$ cat src/rtl/common_types_pkg.sv
// Shared types for the MEM/WB boundary.
// Entry fields are sized for the widest datapath in use.
package common_types_pkg;

  localparam int XLEN_MAX = 64;
  localparam int REG_MAX  = 8;

  typedef enum logic [1:0] {
    WB_ALU = 2'd0,
    WB_MEM = 2'd1,
    WB_PC4 = 2'd2
  } wb_src_t;

  typedef enum logic [1:0] {
    SZ_BYTE = 2'd0,
    SZ_HALF = 2'd1,
    SZ_WORD = 2'd2
  } mem_size_t;

  typedef struct packed {
    logic [XLEN_MAX-1:0] pc;
    logic                halt;
    logic [REG_MAX-1:0]  rd;
    logic                wen;
    logic [XLEN_MAX-1:0] data;
    logic                misalign;
  } mem_wb_entry_t;

endpackage

$ cat src/rtl/mem_wb_stage_if.sv
// MEM->WB handshake bundle plus writeback/forwarding outputs.
// slave is the stage side, master the MEM/WB environment.
interface mem_wb_stage_if #(
  parameter int XLEN     = 32,
  parameter int REG_BITS = 5
) ();

  logic                in_valid;
  logic                in_ready;
  logic [XLEN-1:0]     in_pc;
  logic                in_halt;
  logic [REG_BITS-1:0] in_rd;
  logic                in_reg_wen;
  logic [1:0]          in_wr_src;
  logic [1:0]          in_mem_size;
  logic                in_mem_signed;
  logic [XLEN-1:0]     in_alu_out;
  logic [XLEN-1:0]     in_dload;
  logic                out_valid;
  logic                out_ready;
  logic [XLEN-1:0]     wb_pc;
  logic [REG_BITS-1:0] wb_rd;
  logic                wb_wen;
  logic [XLEN-1:0]     wb_data;
  logic                wb_misalign;
  logic                fwd_valid;
  logic [REG_BITS-1:0] fwd_rd;
  logic [XLEN-1:0]     fwd_data;
  logic                halted;

  modport slave (
    input  in_valid, in_pc, in_halt, in_rd,
    input  in_reg_wen, in_wr_src, in_mem_size,
    input  in_mem_signed, in_alu_out, in_dload,
    input  out_ready,
    output in_ready, out_valid, wb_pc, wb_rd,
    output wb_wen, wb_data, wb_misalign,
    output fwd_valid, fwd_rd, fwd_data, halted
  );

  modport master (
    output in_valid, in_pc, in_halt, in_rd,
    output in_reg_wen, in_wr_src, in_mem_size,
    output in_mem_signed, in_alu_out, in_dload,
    output out_ready,
    input  in_ready, out_valid, wb_pc, wb_rd,
    input  wb_wen, wb_data, wb_misalign,
    input  fwd_valid, fwd_rd, fwd_data, halted
  );

endinterface

$ cat src/rtl/load_formatter.sv
// Load data extraction and extension by size/offset.
// Word loads always take the low 32 bits of the raw word.
module load_formatter
  import common_types_pkg::*;
#(
  parameter int XLEN = 32
) (
  input  logic [XLEN-1:0] i_dload,
  input  logic [1:0]      i_off,
  input  logic [1:0]      i_size,
  input  logic            i_signed,
  output logic [XLEN-1:0] o_data,
  output logic            o_misalign
);

  logic [7:0]  w_byte;
  logic [15:0] w_half;
  logic [31:0] w_raw;

  always_comb begin
    w_byte     = i_dload[{i_off, 3'b000} +: 8];
    w_half     = i_off[1] ? i_dload[31:16]
                          : i_dload[15:0];
    w_raw      = i_dload[31:0];
    o_misalign = 1'b0;
    unique case (1'b1)
      (i_size == SZ_BYTE):
        w_raw = {{24{i_signed & w_byte[7]}}, w_byte};
      (i_size == SZ_HALF): begin
        w_raw = {{16{i_signed & w_half[15]}}, w_half};
        o_misalign = i_off[0];
      end
      default:
        o_misalign = |i_off;
    endcase
    o_data = i_signed ? XLEN'($signed(w_raw))
                      : XLEN'(w_raw);
  end

endmodule

$ cat src/rtl/mem_wb_stage.sv
// MEM/WB stage: formats on capture, holds a head entry
// and an optional skid entry, tracks halt retirement.
module mem_wb_stage
  import common_types_pkg::*;
#(
  parameter int XLEN     = 32,
  parameter int REG_BITS = 5,
  parameter int SKID_EN  = 1
) (
  input logic           CLK,
  input logic           nRST,
  input logic           flush,
  mem_wb_stage_if.slave bus
);

  logic [XLEN-1:0] w_fmt_data;
  logic            w_fmt_mis;
  logic [XLEN-1:0] w_data;
  mem_wb_entry_t   w_new, w_head_nx, w_skid_nx;
  mem_wb_entry_t   r_head, r_skid;
  logic            r_hv, r_sv, r_halted;
  logic            w_hv_nx, w_sv_nx, w_halted_nx;
  logic            w_in_ready, w_cap, w_ret;

  load_formatter #(.XLEN(XLEN)) u_fmt (
    .i_dload   (bus.in_dload),
    .i_off     (bus.in_alu_out[1:0]),
    .i_size    (bus.in_mem_size),
    .i_signed  (bus.in_mem_signed),
    .o_data    (w_fmt_data),
    .o_misalign(w_fmt_mis)
  );

  always_comb begin
    w_data = '0;
    unique case (1'b1)
      (bus.in_wr_src == WB_ALU): w_data = bus.in_alu_out;
      (bus.in_wr_src == WB_MEM): w_data = w_fmt_data;
      (bus.in_wr_src == WB_PC4): w_data = bus.in_pc + XLEN'(4);
      default:                   w_data = '0;
    endcase
    w_new                  = '0;
    w_new.pc[XLEN-1:0]     = bus.in_pc;
    w_new.halt             = bus.in_halt;
    w_new.rd[REG_BITS-1:0] = bus.in_rd;
    w_new.wen              = bus.in_reg_wen & (|bus.in_rd);
    w_new.data[XLEN-1:0]   = w_data;
    w_new.misalign         = (bus.in_wr_src == WB_MEM)
                           & w_fmt_mis;
  end

  // Skid mode: ready depends only on flops, so it never
  // combinationally follows out_ready.
  if (SKID_EN != 0) begin : g_skid
    assign w_in_ready = ~r_sv & ~r_halted;
  end else begin : g_single
    assign w_in_ready = (bus.out_ready | ~r_hv) & ~r_halted;
  end

  assign w_cap = bus.in_valid & w_in_ready;
  assign w_ret = r_hv & bus.out_ready;
  assign w_halted_nx = r_halted | (w_ret & r_head.halt);

  always_comb begin
    w_head_nx = r_head;
    w_skid_nx = r_skid;
    w_hv_nx   = r_hv;
    w_sv_nx   = r_sv;
    if (flush) begin
      w_hv_nx = 1'b0;
      w_sv_nx = 1'b0;
    end else if (!r_hv || w_ret) begin
      if (r_sv) begin
        w_head_nx = r_skid;
        w_sv_nx   = 1'b0;
      end else if (w_cap) begin
        w_head_nx = w_new;
        w_hv_nx   = 1'b1;
      end else begin
        w_hv_nx = 1'b0;
      end
    end else if (w_cap) begin
      w_skid_nx = w_new;
      w_sv_nx   = 1'b1;
    end
  end

  always_ff @(posedge CLK or negedge nRST) begin
    if (!nRST) begin
      r_head   <= '0;
      r_skid   <= '0;
      r_hv     <= 1'b0;
      r_sv     <= 1'b0;
      r_halted <= 1'b0;
    end else begin
      r_head   <= w_head_nx;
      r_skid   <= w_skid_nx;
      r_hv     <= w_hv_nx;
      r_sv     <= w_sv_nx;
      r_halted <= w_halted_nx;
    end
  end

  assign bus.in_ready    = w_in_ready;
  assign bus.out_valid   = r_hv;
  assign bus.wb_pc       = r_head.pc[XLEN-1:0];
  assign bus.wb_rd       = r_head.rd[REG_BITS-1:0];
  assign bus.wb_wen      = r_hv & r_head.wen;
  assign bus.wb_data     = r_head.data[XLEN-1:0];
  assign bus.wb_misalign = r_head.misalign;
  assign bus.fwd_valid   = r_hv & r_head.wen;
  assign bus.fwd_rd      = r_head.rd[REG_BITS-1:0];
  assign bus.fwd_data    = r_head.data[XLEN-1:0];
  assign bus.halted      = r_halted;

  if (XLEN < XLEN_MAX) begin : g_xpad
    logic w_unused_x;
    assign w_unused_x = ^{r_head.pc[XLEN_MAX-1:XLEN],
                          r_head.data[XLEN_MAX-1:XLEN]};
  end
  if (REG_BITS < REG_MAX) begin : g_rpad
    logic w_unused_r;
    assign w_unused_r = ^r_head.rd[REG_MAX-1:REG_BITS];
  end

endmodule

$ cat src/flat_wrapper.sv
// flat-port wrapper written by rule: the top's interface ports become plain ports
module mem_wb_stage_flat import common_types_pkg::*;
#(
  parameter int XLEN     = 32,
  parameter int REG_BITS = 5,
  parameter int SKID_EN  = 1
)
  (CLK, nRST, flush, bus_in_valid, bus_in_pc, bus_in_halt, bus_in_rd, bus_in_reg_wen, bus_in_wr_src, bus_in_mem_size, bus_in_mem_signed, bus_in_alu_out, bus_in_dload, bus_out_ready, bus_in_ready, bus_out_valid, bus_wb_pc, bus_wb_rd, bus_wb_wen, bus_wb_data, bus_wb_misalign, bus_fwd_valid, bus_fwd_rd, bus_fwd_data, bus_halted);
  mem_wb_stage_if #(.XLEN(XLEN), .REG_BITS(REG_BITS)) bus_i ();
  input logic CLK;
  input logic nRST;
  input logic flush;
  input wire logic [$bits(bus_i.in_valid)-1:0] bus_in_valid;
  input wire logic [$bits(bus_i.in_pc)-1:0] bus_in_pc;
  input wire logic [$bits(bus_i.in_halt)-1:0] bus_in_halt;
  input wire logic [$bits(bus_i.in_rd)-1:0] bus_in_rd;
  input wire logic [$bits(bus_i.in_reg_wen)-1:0] bus_in_reg_wen;
  input wire logic [$bits(bus_i.in_wr_src)-1:0] bus_in_wr_src;
  input wire logic [$bits(bus_i.in_mem_size)-1:0] bus_in_mem_size;
  input wire logic [$bits(bus_i.in_mem_signed)-1:0] bus_in_mem_signed;
  input wire logic [$bits(bus_i.in_alu_out)-1:0] bus_in_alu_out;
  input wire logic [$bits(bus_i.in_dload)-1:0] bus_in_dload;
  input wire logic [$bits(bus_i.out_ready)-1:0] bus_out_ready;
  output wire logic [$bits(bus_i.in_ready)-1:0] bus_in_ready;
  output wire logic [$bits(bus_i.out_valid)-1:0] bus_out_valid;
  output wire logic [$bits(bus_i.wb_pc)-1:0] bus_wb_pc;
  output wire logic [$bits(bus_i.wb_rd)-1:0] bus_wb_rd;
  output wire logic [$bits(bus_i.wb_wen)-1:0] bus_wb_wen;
  output wire logic [$bits(bus_i.wb_data)-1:0] bus_wb_data;
  output wire logic [$bits(bus_i.wb_misalign)-1:0] bus_wb_misalign;
  output wire logic [$bits(bus_i.fwd_valid)-1:0] bus_fwd_valid;
  output wire logic [$bits(bus_i.fwd_rd)-1:0] bus_fwd_rd;
  output wire logic [$bits(bus_i.fwd_data)-1:0] bus_fwd_data;
  output wire logic [$bits(bus_i.halted)-1:0] bus_halted;
  assign bus_i.in_valid = bus_in_valid;
  assign bus_i.in_pc = bus_in_pc;
  assign bus_i.in_halt = bus_in_halt;
  assign bus_i.in_rd = bus_in_rd;
  assign bus_i.in_reg_wen = bus_in_reg_wen;
  assign bus_i.in_wr_src = bus_in_wr_src;
  assign bus_i.in_mem_size = bus_in_mem_size;
  assign bus_i.in_mem_signed = bus_in_mem_signed;
  assign bus_i.in_alu_out = bus_in_alu_out;
  assign bus_i.in_dload = bus_in_dload;
  assign bus_i.out_ready = bus_out_ready;
  assign bus_in_ready = bus_i.in_ready;
  assign bus_out_valid = bus_i.out_valid;
  assign bus_wb_pc = bus_i.wb_pc;
  assign bus_wb_rd = bus_i.wb_rd;
  assign bus_wb_wen = bus_i.wb_wen;
  assign bus_wb_data = bus_i.wb_data;
  assign bus_wb_misalign = bus_i.wb_misalign;
  assign bus_fwd_valid = bus_i.fwd_valid;
  assign bus_fwd_rd = bus_i.fwd_rd;
  assign bus_fwd_data = bus_i.fwd_data;
  assign bus_halted = bus_i.halted;
  mem_wb_stage #(.XLEN(XLEN), .REG_BITS(REG_BITS), .SKID_EN(SKID_EN)) u_core (.CLK(CLK), .nRST(nRST), .flush(flush), .bus(bus_i));
endmodule
$ cat config.mk
export PLATFORM = sky130hd
export DESIGN_NAME = mem_wb_stage_flat
export DESIGN_NICKNAME = d
export VERILOG_FILES = /design/src/rtl/common_types_pkg.sv /design/src/rtl/mem_wb_stage_if.sv /design/src/rtl/load_formatter.sv /design/src/rtl/mem_wb_stage.sv /design/src/flat_wrapper.sv
export SDC_FILE = /design/constraint.sdc
export NUM_CORES = 1
export LEC_CHECK = 0
export ABC_AREA = 1
export CAP_MARGIN = 20
export CORE_MARGIN = 1.5
export CORE_UTILIZATION = 45
export CTS_CLUSTER_SIZE = 28
export DETAILED_ROUTE_END_ITERATION = 12
export PLACE_DENSITY = 0.76
export SYNTH_ARGS = -nofsm -noshare
export SYNTH_HDL_FRONTEND = slang
export SYNTH_SLANG_ARGS = --single-unit
$ cat constraint.sdc
create_clock -name CLK -period 3.24 [get_ports CLK]
set_input_delay 0.486 -clock CLK [delete_from_list [all_inputs] [get_ports CLK]]
set_output_delay 0.486 -clock CLK [all_outputs]
set_load 0.03 [all_outputs]
==> metrics <==
setup TNS=0 ns; Setup crit start kind=register; total internal power=5.518 mW; placed cells=1638; post-route worst setup slack=0.8417 ns; worst min path class=primary input to async pin; P_sw=3.696 mW; Clock Latency Late Sink=0.43 ns; root buffer cell=clkbuf_16; Die Wd=144.5 µm; Routed WL=27.66 mm; Distinct cells, synth=33; router iterations before antenna repair=8; DR vias=8540; post-route minimum period=2.398 ns; Num CTS Buffers=17; post-CTS repair timing setup buffer count=0; warnings from Yosys=0; placed cell area=~11000 µm²; final hold viol count=0; Clock Pin Slew Worst Setup and Hold Paths=0.06 ns; Total GRT Usage=0.2696; Final Util=0.5786; Post-DP HPWL=between 20 and 25 mm; Max clock buf depth=2; post-synthesis sequential area ratio=0.4084; Die Height=~140 µm; num ports=225; period utilisation layout=0.7402; register bit count reported by yosys=between 100 and 150; largest net degree at the start of global routing=86; CTS H-Tree Depth=4; Rel. slew slack=0.4797; static leakage=5.416 nW; FF/Latch Area=roughly 3700 µm²; number of synthesized flops with an enable pin=0; vias in the first global route=approximately 8000; critical path endpoint category=primary output; ys flop type=dfrtp_1; Filler Cells Inserted=1880; CTS tree=built; Reg-to-Reg End=u_core.bus.fwd_data[31]$_DFFE_PN0P_; Hold-fix buffers, CTS=0; Num Clock Sinks=~150; final setup vio count=0; Diodes inserted=0; post-route cell area=11300 µm²; DRC=0; die area=20870 µm²; worst setup path category=register to primary output; pre-CTS setup slack=0.5904 ns; global route total overflow=0; Fmax=0.4170 GHz; multi-input logic area=3904 µm²; Clk pwr share=0.207; Flop pwr share=0.350; worst-margin pin slew=approximately 0.78 ns; fin nets=1506; max cap viols=0; Post-CTS Resized=0; Max IR drop VDD=0.4051 mV; Sw Ratio=0.4012; total power divided by cell area=815.6 nW/µm²; row count=51; r2r worst-path depth=6; syn avg cell area=6.949 µm²; DR iter-0 viols=619; worst clock skew=0.008568 ns; Synth Instances=1296; cell area after synthesis=9006 µm²; core region area=around 20000 µm²; status=complete, no violations; Worst EP arrival=1.91 ns; Comb pwr share=0.444; RSZ-0062 raised after global routing=false; Synth Net Count=about 1400; crit-path max FO=31; ANT nets after route=0; vias per cell=~5; Layout area overhead=25.44%; Initial Util=0.4612; PortBufs=224; first-pass GRT wire length=42.52 mm; required time worst endpoint=~2.8 ns; fin. max-slew vios=0; reg2reg start=u_core.r_sv$_DFFE_PN0P_; final std cells w/o fill=1670; wire per inst=16.56 µm; initial antenna violation count=1; share of cells above drive strength 1=0.05694; worst-case register-to-register setup slack=1.22 ns; gpl congestion=~0.94; asr flop ratio synth=1.000
==> critical path: stages, from the launching register on <==
cell,delay [ns]
dfrtp_1,0.39
buf_4,0.27
nor2_1,0.15
clkdlybuf4s50_1,0.68
==> worst max path at each step <==
stage	startpoint	to	slack, ns	cells past startpoint
final	u_core.r_sv$_DFFE_PN0P_	bus_in_ready	0.84	3
after global routing	bus_in_pc[2]	u_core.bus.fwd_data[18]$_DFFE_PN0P_	0.64	11
after CTS	u_core.r_sv$_DFFE_PN0P_	bus_in_ready	0.83	3
after detailed placement	bus_in_pc[2]	u_core.r_skid[25]$_DFFE_PN0P_	0.59	11
after global placement	bus_in_pc[2]	u_core.bus.fwd_data[24]$_DFFE_PN0P_	0.63	11
after floorplan	bus_in_pc[2]	u_core.bus.fwd_data[20]$_DFFE_PN0P_	1.57	10
==> cell usage in the layout (no fill, tap or decap), types with 2 or more instances in the layout <==
cell type and instances:
nand2_1 401, buf_4 18, a22o_1 2, clkinv_2 2, clkinv_4 2, a31oi_1 14
clkbuf_8 3, nor2_1 119, o21ai_0 111, or2_2 6, o221ai_1 2, clkdlybuf4s50_1 223
nand2_2 12, clkbuf_16 17, buf_12 3, a2bb2oi_1 2, inv_2 4, dfrtp_1 147
nand3_1 75, nor2_2 2, a21boi_0 2, nand4_1 14, o21ai_1 64, clkinvlp_4 5
o21a_1 7, a21oi_1 42, inv_1 92
==> layout make-up <==
cell class,instances,area share
repair buffers,245,0.2159
multi-input cells,883,0.3456
flip-flops and latches,147,0.3256
well taps,265,0.02935
clock buffers,21,0.04164
inverters,98,0.03278
clock inverters,11,0.009193
==> sequential cells by signal, indices dropped and copies added, names as in the netlist <==
signal                  cells
u_core.bus.halted           1
u_core.bus.wb_misalign      1
u_core.r_head               2
u_core.bus.fwd_data        32
u_core.bus.fwd_rd           5
u_core.bus.out_valid        1
u_core.r_skid              72
u_core.bus.wb_pc           32
u_core.r_sv                 1
==> per-stage QoR <==
stage                     total power, mW  hold slack, ns
after floorplan                     6.364          0.1904
after global placement              7.252          0.4565
after detailed placement            7.344          0.4624
after CTS                           9.270         0.09196
after global routing                9.745          0.1146
final                               9.214         0.06560
==> synthesized netlist by cell type, types with 6 or more instances <==
cell type / n / share of area
nor2_1: 120 / 0.050
inv_1: 92 / 0.038
dfrtp_1: 147 / 0.41
o21ai_1: 64 / 0.036
buf_4: 108 / 0.090
o21a_1: 7 / 0.0058
o21ai_0: 111 / 0.062
a21oi_1: 42 / 0.023
a31oi_1: 14 / 0.0097
nand2_2: 11 / 0.0076
clkbuf_1: 40 / 0.017
or2_2: 6 / 0.0042
nand3_1: 75 / 0.042
nand4_1: 14 / 0.0097
buf_2: 14 / 0.0078
nand2_1: 402 / 0.17
==> power groups by stage <==
stage,Clock [mW],Combinational (mW),Sequential (mW)
after detailed placement,0,4.10,3.24
after floorplan,0,3.27,3.09
final,1.90,4.09,3.22
after CTS,1.93,4.11,3.23
after global routing,2.02,4.41,3.32
after global placement,0,4.04,3.22
==> kinds of logic after synthesis <==
family,after synthesis,share of synthesized area
AND/OR/NAND/NOR,633,0.2854
buffers and inverters,266,0.1587
AO/OA/AOI/OAI,249,0.1462
flip-flops,147,0.4084
adder cells (fa/ha/maj),1,0.001389
==> per-layer routing <==
layer / up-vias / share of wire / global-route usage
met5: - / 0.00047 / 0
met4: 2 / 0.033 / 0.1186
met3: 54 / 0.061 / 0.04040
met2: 317 / 0.46 / 0.4143
met1: 3919 / 0.44 / 0.3771
li1: 4248 / - / -
(Power assumes the default switching activity.)
